**src/rtl/unified_mem_arbiter_pkg.sv**
```systemverilog
// Shared types and constants for the unified instruction/data memory arbiter.
package unified_mem_arbiter_pkg;

    typedef enum logic [1:0] {
        IDLE,
        BUSY_D,
        BUSY_I,
        RESP
    } arb_state_t;

    // Bit positions inside the pipeline stall vector
    localparam int STALL_PC     = 0;
    localparam int STALL_IF_ID  = 1;
    localparam int STALL_ID_EX  = 2;
    localparam int STALL_EX_MEM = 3;

    localparam logic [5:0] NOP_OPCODE = 6'd63;

endpackage

```
**src/rtl/unified_mem_arbiter_if.sv**
```systemverilog
// Single-port memory bus between the arbiter (master) and the memory model (slave).
interface unified_mem_arbiter_if #(
    parameter int ADDR_W = 32,
    parameter int DATA_W = 32
);
    logic              mem_req;
    logic              mem_we;
    logic [ADDR_W-1:0] mem_addr;
    logic [DATA_W-1:0] mem_wdata;
    logic [DATA_W-1:0] mem_rdata;
    logic              mem_ack;

    modport master (
        output mem_req, mem_we, mem_addr, mem_wdata,
        input  mem_rdata, mem_ack
    );

    modport slave (
        input  mem_req, mem_we, mem_addr, mem_wdata,
        output mem_rdata, mem_ack
    );
endinterface

```
**src/rtl/unified_mem_arbiter_timeout_counter.sv**
```systemverilog
// Counts busy cycles without an ack; tc flags the cycle in which the count reaches TIMEOUT.
module arb_timeout_counter #(
    parameter int TIMEOUT = 15
) (
    input  logic Clk,
    input  logic Rst,
    input  logic clear,
    input  logic enable,
    output logic tc
);
    localparam int CNT_W = $clog2(TIMEOUT + 1);

    logic [CNT_W-1:0] count;

    always_ff @(posedge Clk or posedge Rst) begin
        if (Rst) begin
            count <= '0;
        end else if (clear) begin
            count <= '0;
        end else if (enable) begin
            count <= count + CNT_W'(1);
        end
    end

    // tc fires on the increment that would make the count equal TIMEOUT
    assign tc = enable && (count == CNT_W'(TIMEOUT - 1));

endmodule

```
**src/rtl/unified_mem_arbiter.sv**
```systemverilog
// Arbitrates the fetch and data ports onto one variable-latency memory and drives pipeline stalls.
module unified_mem_arbiter
    import unified_mem_arbiter_pkg::*;
#(
    parameter int ADDR_W  = 32,
    parameter int DATA_W  = 32,
    parameter int TIMEOUT = 15
) (
    input  logic              Clk,
    input  logic              Rst,

    input  logic              if_req,
    input  logic [ADDR_W-1:0] if_addr,
    output logic [DATA_W-1:0] if_rdata,
    output logic              if_done,
    output logic              if_err,

    input  logic              dm_req,
    input  logic              dm_we,
    input  logic [ADDR_W-1:0] dm_addr,
    input  logic [DATA_W-1:0] dm_wdata,
    output logic [DATA_W-1:0] dm_rdata,
    output logic              dm_done,
    output logic              dm_err,

    unified_mem_arbiter_if.master mem,

    output logic [3:0]        stall,
    output logic              if_nop
);

    arb_state_t state;
    logic       busy;
    logic       tmo_clear;
    logic       tmo_enable;
    logic       tmo_tc;

    assign busy       = (state == BUSY_D) || (state == BUSY_I);
    assign tmo_clear  = !busy;
    assign tmo_enable = busy && !mem.mem_ack;

    arb_timeout_counter #(
        .TIMEOUT (TIMEOUT)
    ) u_timeout (
        .Clk    (Clk),
        .Rst    (Rst),
        .clear  (tmo_clear),
        .enable (tmo_enable),
        .tc     (tmo_tc)
    );

    always_ff @(posedge Clk or posedge Rst) begin
        if (Rst) begin
            state         <= IDLE;
            mem.mem_req   <= 1'b0;
            mem.mem_we    <= 1'b0;
            mem.mem_addr  <= '0;
            mem.mem_wdata <= '0;
            if_rdata      <= '0;
            if_done       <= 1'b0;
            if_err        <= 1'b0;
            dm_rdata      <= '0;
            dm_done       <= 1'b0;
            dm_err        <= 1'b0;
        end else begin
            if_done <= 1'b0;
            dm_done <= 1'b0;
            unique case (state)
                IDLE: begin
                    // Data is the older instruction, so it wins a simultaneous request
                    if (dm_req) begin
                        state         <= BUSY_D;
                        mem.mem_req   <= 1'b1;
                        mem.mem_we    <= dm_we;
                        mem.mem_addr  <= dm_addr;
                        mem.mem_wdata <= dm_wdata;
                    end else if (if_req) begin
                        state        <= BUSY_I;
                        mem.mem_req  <= 1'b1;
                        mem.mem_we   <= 1'b0;
                        mem.mem_addr <= if_addr;
                    end
                end
                BUSY_D, BUSY_I: begin
                    // An ack in the timeout cycle still completes the access normally
                    if (mem.mem_ack || tmo_tc) begin
                        state       <= RESP;
                        mem.mem_req <= 1'b0;
                        mem.mem_we  <= 1'b0;
                        if (state == BUSY_D) begin
                            dm_done  <= 1'b1;
                            dm_rdata <= mem.mem_ack ? mem.mem_rdata : '0;
                            if (!mem.mem_ack) dm_err <= 1'b1;
                        end else begin
                            if_done  <= 1'b1;
                            if_rdata <= mem.mem_ack ? mem.mem_rdata : '0;
                            if (!mem.mem_ack) if_err <= 1'b1;
                        end
                    end
                end
                RESP: begin
                    state <= IDLE;
                end
            endcase
        end
    end

    // Stall bits are OR-ed with the hazard unit downstream, so they must read 0 under reset
    always_comb begin
        stall  = '0;
        if_nop = 1'b0;
        if (!Rst) begin
            if (dm_req && !dm_done) begin
                stall[STALL_PC]     = 1'b1;
                stall[STALL_IF_ID]  = 1'b1;
                stall[STALL_ID_EX]  = 1'b1;
                stall[STALL_EX_MEM] = 1'b1;
            end else if (if_req && !if_done) begin
                stall[STALL_PC] = 1'b1;
                if_nop          = 1'b1;
            end
        end
    end

endmodule

```
**src/flat_wrapper.sv**
```systemverilog
// flat-port wrapper written by rule: the top's interface ports become plain ports
module unified_mem_arbiter_flat import unified_mem_arbiter_pkg::*;
#(
    parameter int ADDR_W  = 32,
    parameter int DATA_W  = 32,
    parameter int TIMEOUT = 15
)
  (Clk, Rst, if_req, if_addr, if_rdata, if_done, if_err, dm_req, dm_we, dm_addr, dm_wdata, dm_rdata, dm_done, dm_err, stall, if_nop, mem_mem_req, mem_mem_we, mem_mem_addr, mem_mem_wdata, mem_mem_rdata, mem_mem_ack);
  unified_mem_arbiter_if #(.ADDR_W(ADDR_W), .DATA_W(DATA_W)) mem_i ();
  input  logic Clk;
  input  logic Rst;
  input  logic if_req;
  input  logic [ADDR_W-1:0] if_addr;
  output logic [DATA_W-1:0] if_rdata;
  output logic if_done;
  output logic if_err;
  input  logic dm_req;
  input  logic dm_we;
  input  logic [ADDR_W-1:0] dm_addr;
  input  logic [DATA_W-1:0] dm_wdata;
  output logic [DATA_W-1:0] dm_rdata;
  output logic dm_done;
  output logic dm_err;
  output logic [3:0] stall;
  output logic if_nop;
  output wire logic [$bits(mem_i.mem_req)-1:0] mem_mem_req;
  output wire logic [$bits(mem_i.mem_we)-1:0] mem_mem_we;
  output wire logic [$bits(mem_i.mem_addr)-1:0] mem_mem_addr;
  output wire logic [$bits(mem_i.mem_wdata)-1:0] mem_mem_wdata;
  input wire logic [$bits(mem_i.mem_rdata)-1:0] mem_mem_rdata;
  input wire logic [$bits(mem_i.mem_ack)-1:0] mem_mem_ack;
  assign mem_mem_req = mem_i.mem_req;
  assign mem_mem_we = mem_i.mem_we;
  assign mem_mem_addr = mem_i.mem_addr;
  assign mem_mem_wdata = mem_i.mem_wdata;
  assign mem_i.mem_rdata = mem_mem_rdata;
  assign mem_i.mem_ack = mem_mem_ack;
  unified_mem_arbiter #(.ADDR_W(ADDR_W), .DATA_W(DATA_W), .TIMEOUT(TIMEOUT)) u_core (.Clk(Clk), .Rst(Rst), .if_req(if_req), .if_addr(if_addr), .if_rdata(if_rdata), .if_done(if_done), .if_err(if_err), .dm_req(dm_req), .dm_we(dm_we), .dm_addr(dm_addr), .dm_wdata(dm_wdata), .dm_rdata(dm_rdata), .dm_done(dm_done), .dm_err(dm_err), .mem(mem_i), .stall(stall), .if_nop(if_nop));
endmodule
```
**config.mk**
```make
export PLATFORM = sky130hd
export DESIGN_NAME = unified_mem_arbiter_flat
export DESIGN_NICKNAME = d
export VERILOG_FILES = /design/src/rtl/unified_mem_arbiter_pkg.sv /design/src/rtl/unified_mem_arbiter_if.sv /design/src/rtl/unified_mem_arbiter_timeout_counter.sv /design/src/rtl/unified_mem_arbiter.sv /design/src/flat_wrapper.sv
export SDC_FILE = /design/constraint.sdc
export NUM_CORES = 1
export LEC_CHECK = 0
export ABC_AREA = 1
export ABC_CLOCK_PERIOD_IN_PS = 6700
export CAP_MARGIN = 15
export CORE_MARGIN = 2
export CORE_UTILIZATION = 42
export DETAILED_ROUTE_END_ITERATION = 12
export GPL_TIMING_DRIVEN = 0
export PLACE_DENSITY = 0.81
export SETUP_SLACK_MARGIN = 0.02
export SLEW_MARGIN = 10
export SYNTH_ARGS = -nofsm -noshare
export SYNTH_HDL_FRONTEND = slang
export SYNTH_SLANG_ARGS = --single-unit
```
**constraint.sdc**
```tcl
create_clock -name Clk -period 6.7 [get_ports Clk]
set_input_delay 2.01 -clock Clk [delete_from_list [all_inputs] [get_ports Clk]]
set_output_delay 2.01 -clock Clk [all_outputs]
set_load 0.05 [all_outputs]
```
==> results.toml, run 1 <==
[sta]
setup_slack_ns = 0.8291
fin_skew_ns = 0.01261
finalCritPeriodShare_pct = 87.63
clock.fmax_mhz = 170.3
relSlewSlack_pct = 61.70
hold_viol_final = 0
worstMarginPinSlew_ns = 0.5727
rsz0062_at_grt = "no"
setup_viol = 0
period_needed_ns = 5.871
drv_slew = 0
tns_ns = 0

[clock_tree]
clkTransAtPathRegs_ns = 0.06
tritoncts = "done"
cts_setup_buffers = 0
cts_sinks = 140
cts-resized-gates = 0
clock_latency_ns = 0.42
cts_hold_buf = 0
root_buffer = "clkbuf_16"
cts_buffer_depth = 2
cts_max_level = 4
cts_buffers = 17

[synth]
synth_nets = 807
synth.avg_cell_area_um2 = 8.854
syn_area_um2 = 5914
ys_warn_count = 0
ys_ff_latch = 140
seq_area_frac_synth_pct = 59.23
synth.distinct_cells = 17
netlist_instances = 668

[route]
first_iter_violations = 341
postRouteAntennaNets = 0
vias_per_cell = 4.920
vias = 5663
routedWlPerCell_um = 15.72
drc = 0
dr.pass1.iters = 5
drt_wl_total_um = 18090

[floorplan]
start_util_pct = 42.77
die_area_um2 = 15050
die_x_um = 122.7
core_um2 = 13830
floorplan.rows = 43
die_h_um = 122.7
pin_count = 273

[grt]
first_global_vias = 5437
track_usage_pct = 23.86
grt_antenna_before_repair = 0
grt_max_degree = 80
globalRouteOverflowTotal = 0
grt_pass1_wl_um = 27450

[run]
max_cap_violations = 0

[placed_design]
port_buffers = 271
dp_worst_setup_slack_ns = 0.8612
dpl_cell_area_um2 = 8887
gp_congestion = 0.8252
dpl.hpwl_um = 13350

[cells_and_area]
num_antenna_cells = 0
multi_input_area_um2 = 2116
finalNetCount = 1098
synthToLayoutAreaGrowth_pct = 59.70
drive_gt1_share_pct = 5.870
n_fill_cell = 1089
seq_area_um2 = 3503
design_area_um2 = 9445

[worst_setup_path]
cp_data_required_time_ns = 4.69
crit_type = "input pin to output pin"
worst_setup_path_end_kind = "output pin"
r2r_cells = 6
worstPathArrival_ns = 3.86
cp_max_fo = 4
start_kind = "input pin"

[status]
status = "completed"

[pwr]
power.density_nw_per_um2 = 575.7
power_leakage_nw = 4.433
vdd_drop_max_uv = 338.5

[worst_hold_path]
min_path_type = "register to register"
hold_path_depth = 2
[placed cells by master (no fill, tap or decap), types with 2 or more instances in the layout]
master and n:
clkbuf_1 25, nand3_1 69, clkbuf_16 17, bufinv_16 2
nand2_1 304, inv_1 13, buf_4 6, ha_1 5
o21ai_0 9, clkinv_2 5, clkdlybuf4s50_1 271, inv_2 2
nand4_1 32, clkinvlp_4 3, nor2_1 8, buf_2 14
clkinv_4 2, dfrtp_1 140, a21o_1 2, buf_6 3
a21oi_1 4, o21a_1 32
[critical path: stages]
cell and delay [ns]:
clkdlybuf4s50_1 0.55, nor2_1 0.35, buf_4 0.17, clkdlybuf4s50_1 0.78
[per-layer routing]
| layer | vias to the layer above | GRT usage (%) | share of wire (%) |
|---|---|---|---|
| met3 | 32 | 8.550 | 9.5 |
| met5 | - | 0 | 0 |
| li1 | 2748 | - | - |
| met1 | 2654 | 29.06 | 40 |
| met2 | 229 | 38.36 | 48 |
| met4 | 0 | 9.986 | 2.7 |
[synth_stat cells]
master    instances  area share, %
a21oi_4           1           0.28
nand3_1          69            5.8
dfrtp_1         140             59
o21a_1           32            4.1
a21o_1            2           0.25
inv_1            14           0.89
buf_6             3           0.57
nand4_1          32            3.4
inv_2             2           0.13
ha_1              5            1.1
a21oi_1           4           0.34
buf_2            14            1.2
nor2_1            8           0.51
clkbuf_1         23            1.5
buf_4             6           0.76
o21ai_0           9           0.76
nand2_1         304             19
[registers in the layout, indices dropped and copies added, names as in the netlist]
name / count
u_core.dm_rdata: 32
u_core.if_rdata: 32
u_core.if_done: 1
u_core.mem.mem_addr: 32
u_core.dm_err: 1
u_core.dm_done: 1
u_core.u_timeout.count: 4
u_core.state: 2
u_core.if_err: 1
u_core.mem.mem_we: 1
u_core.mem.mem_wdata: 32
u_core.mem.mem_req: 1
[cells by family (layout without fill, tap and decap cells)]
family                     Yosys count  count (layout)  share of synthesized area [%]
buffers and inverters               62             365                          4.993
AOI/OAI and AO/OA                   48              48                          5.691
and+or+nand+nor                    413             413                          29.02
DFF                                140             140                          59.23
adders and majority gates            5               5                          1.058
[stage by stage]
step	cells	utilization [%]	total power, mW	hold WS [ns]
after floorplan	668	-	3.446	0.4342
after global placement	1119	64.02	4.514	0.4443
after detailed placement	1120	64.27	4.564	0.4537
after CTS	1151	68.31	5.476	0.4701
after global routing	1151	68.31	5.719	0.4870
final	1151	68.31	5.438	0.4668
[final timing paths]
path / start / to / slack, ns
worst max-delay path: Rst / stall[2] / 0.83
worst min-delay path: u_core.dm_rdata[30]$_DFFE_PP0P_ / u_core.dm_rdata[30]$_DFFE_PP0P_ / 0.47
worst max register to register: u_core.state[0]$_DFFE_PP0P_ / u_core.dm_rdata[7]$_DFFE_PP0P_ / 4.79
worst min register to register: u_core.dm_rdata[30]$_DFFE_PP0P_ / u_core.dm_rdata[30]$_DFFE_PP0P_ / 0.47
max in group asynchronous: Rst / u_core.mem.mem_wdata[3]$_DFFE_PP0P_ / 3.87
min in group asynchronous: Rst / u_core.mem.mem_addr[24]$_DFFE_PP0P_ / 2.11
[power breakdown]
part / internal (mW) / switching, mW / leakage [nW]
clock: 0.542 / 0.352 / 0.268
combinational: 0.995 / 2.11 / 2.44
sequential: 1.23 / 0.207 / 1.72
[area by class of cell]
| class | count | share of cell area [%] |
|---|---|---|
| flip-flops and latches | 140 | 37.09 |
| repair buffers | 272 | 29.01 |
| multi-input cells | 466 | 22.40 |
| clock buffers | 19 | 4.583 |
| plain buffers | 46 | 2.490 |
| well taps | 180 | 2.384 |
| clock inverters | 12 | 1.325 |
| inverters | 16 | 0.7153 |
No activity file was read; power rests on OpenSTA's default activity.
==> run 2, diff against run 1 <==
--- a/config.mk
+++ b/config.mk
@@ -5,14 +5,13 @@
 export SDC_FILE = /design/constraint.sdc
 export NUM_CORES = 1
 export LEC_CHECK = 0
-export ABC_AREA = 1
 export ABC_CLOCK_PERIOD_IN_PS = 6700
 export CAP_MARGIN = 15
 export CORE_MARGIN = 2
-export CORE_UTILIZATION = 42
+export CORE_UTILIZATION = 41
 export DETAILED_ROUTE_END_ITERATION = 12
 export GPL_TIMING_DRIVEN = 0
-export PLACE_DENSITY = 0.81
+export PLACE_DENSITY = 0.8
 export SETUP_SLACK_MARGIN = 0.02
 export SLEW_MARGIN = 10
 export SYNTH_ARGS = -nofsm -noshare
==> run 2 against run 1 <==
  * First-iteration DRC count decreased by 6.7%
  * Global-route usage decreased by 2.0 points
  * Via count decreased by 17%
  * Sequential share of layout area increased by 0.20 points
  * Largest cell class unchanged
==> results.toml, run 2 <==
[clock_tree]
cts_setup_buffers = 0
cts_hold_buf = 0
cts_buffer_depth = 2
cts-resized-gates = 0
tritoncts = "done"
cts_buffers = 17
cts_sinks = 140
clock_latency_ns = 0.42
cts_max_level = 4
clkTransAtPathRegs_ns = 0.05
root_buffer = "clkbuf_16"

[route]
drt_wl_total_um = 16760
drc = 0
vias_per_cell = 5.173
routedWlPerCell_um = 18.48
postRouteAntennaNets = 0
vias = 4692
first_iter_violations = 318
dr.pass1.iters = 4

[worst_setup_path]
worst_setup_path_end_kind = "output pin"
crit_type = "input pin to output pin"
cp_max_fo = 4
start_kind = "input pin"
worstPathArrival_ns = 3.82
cp_data_required_time_ns = 4.69

[placed_design]
dp_worst_setup_slack_ns = 0.9043
placed_cells = 875
gp_congestion = 0.7738
port_buffers = 271
dpl.hpwl_um = 12390
dpl_cell_area_um2 = 8790

[sta]
tns_ns = 0
fin_skew_ns = 0.009120
relSlewSlack_pct = 58.68
rsz0062_at_grt = "no"
setup_slack_ns = 0.8667
hold_viol_final = 0
clock.fmax_mhz = 171.4
worstMarginPinSlew_ns = 0.6198
period_needed_ns = 5.833
setup_viol = 0
drv_slew = 0
finalCritPeriodShare_pct = 87.06

[pwr]
vdd_drop_max_uv = 305.7
finalPower_mw = 5.566
power.density_nw_per_um2 = 592.5
power_leakage_nw = 4.254

[synth]
synth_top_family_by_area = "compound AO/OA/AOI/OAI gates"
synth_compound_gate_area_share_pct = 15.24
ys.flop_type = "dfrtp_1"
synthTopCellsByArea = "dfrtp_1 (60%), mux2_4 (7.2%), a32o_1 (5.5%)"
synth-xor-area-share_pct = 0.4515
synth.avg_cell_area_um2 = 13.76
synth-edff-count = 0
seq_area_frac_synth_pct = 60.20
muxShareOfSynthArea_pct = 13.50
synthTopCellsByCount = "dfrtp_1 (140), nand2_1 (34), a22o_1 (32), a32o_1 (32), mux2i_1 (32)"
synth.distinct_cells = 41
postSynth.asyncResetShare_pct = 100.0
ys_ff_latch = 140
yosysTopAreaCell = "dfrtp_1"
yosysTopAreaCellShare_pct = 60.20
netlist_instances = 423
synth_nets = 562
ys_warn_count = 0
yosys.area_share.adder_pct = 1.075
syn_area_um2 = 5819
yosysMostFrequentCell = "dfrtp_1"
synth-simple-area-share_pct = 4.838

[floorplan]
die_x_um = 123.1
die_h_um = 123.1
die_area_um2 = 15160
floorplan.rows = 43
core_um2 = 13880
start_util_pct = 41.92
pin_count = 273

[cells_and_area]
most-common-layout-cells = "clkdlybuf4s50_1 (271), dfrtp_1 (140), nand2_1 (34)"
multi_input_area_um2 = 2043
seq_area_um2 = 3503
fin_cells = 907
design_area_um2 = 9394
synthToLayoutAreaGrowth_pct = 61.43
layout_commonest_cell = "clkdlybuf4s50_1"
n_fill_cell = 1014
finalNetCount = 853
drive_gt1_share_pct = 14.03
num_antenna_cells = 0

[grt]
track_usage_pct = 21.89
globalRouteOverflowTotal = 0
grt_antenna_before_repair = 0
grt_max_degree = 74
grt_pass1_wl_um = 25080
first_global_vias = 4866

[run]
max_cap_violations = 0

[status]
status = "completed"

[worst_hold_path]
min_path_type = "register to register"
==> run 2: path summary, 6_finish.rpt <==
check                                                     end  cells past startpoint                         from  slack [ns]
min                                 u_core.dm_err$_DFFE_PP0P_                      1    u_core.dm_err$_DFFE_PP0P_        0.47
min reg2reg                         u_core.dm_err$_DFFE_PP0P_                      1    u_core.dm_err$_DFFE_PP0P_        0.47
min in group asynchronous  u_core.mem.mem_addr[6]$_DFFE_PP0P_                      2                          Rst        2.15
max reg2reg                   u_core.dm_rdata[10]$_DFFE_PP0P_                      7  u_core.state[0]$_DFFE_PP0P_        4.99
max                                                  stall[3]                      4                          Rst        0.87
max in group asynchronous     u_core.dm_rdata[27]$_DFFE_PP0P_                      3                          Rst        3.81
==> run 2: report_power, final <==
group | internal [mW] | leakage (nW) | switching (mW)
clock | 0.605 | 0.298 | 0.347
sequential | 1.24 | 1.73 | 0.227
combinational | 1.16 | 2.23 | 1.98
==> run 2: cell families (layout without fill, tap and decap cells) <==
kind of cell	Yosys count	in the layout
buffers and inverters	41	345
adder cells (fa/ha/maj)	5	5
flip-flops	140	140
AND/OR/NAND/NOR	58	58
XOR/XNOR	3	3
AO/OA/AOI/OAI	112	112
multiplexers	64	64
==> run 2: worst max-delay path, cell delays in order <==
cell	delay [ns]
clkdlybuf4s50_1	0.53
nor2_1	0.32
buf_4	0.17
clkdlybuf4s50_1	0.79
==> run 2: cell type report <==
type / count / share of cell area [%]
sequential: 140 / 37.29
timing repair buffer: 272 / 29.17
multi-input combinational: 242 / 21.75
clock buffer: 22 / 4.941
buffer: 35 / 2.664
tap: 180 / 2.397
clock inverter: 10 / 1.492
inverter: 6 / 0.2930
==> run 2: metrics by stage <==
| step | hold WS (ns) | utilization (%) |
|---|---|---|
| 2_1_floorplan | 0.4784 | - |
| 3_3_place_gp | 0.4587 | 63.09 |
| 3_5_place_dp | 0.4627 | 63.32 |
| 4_1_cts | 0.4826 | 67.68 |
| 5_1_grt | 0.4972 | 67.68 |
| 6_report | 0.4714 | 67.68 |
==> run 2: layer usage <==
metal / track usage, % / part of all wire (%) / wire length [um] / vias to the layer above
li1: - / - / - / 2142
met1: 24.48 / 38 / 6343 / 2322
met2: 38.22 / 51 / 8538 / 197
met3: 8.256 / 9.1 / 1524 / 31
met4: 7.528 / 2.1 / 353 / 0
met5: 0 / 0 / 0 / -
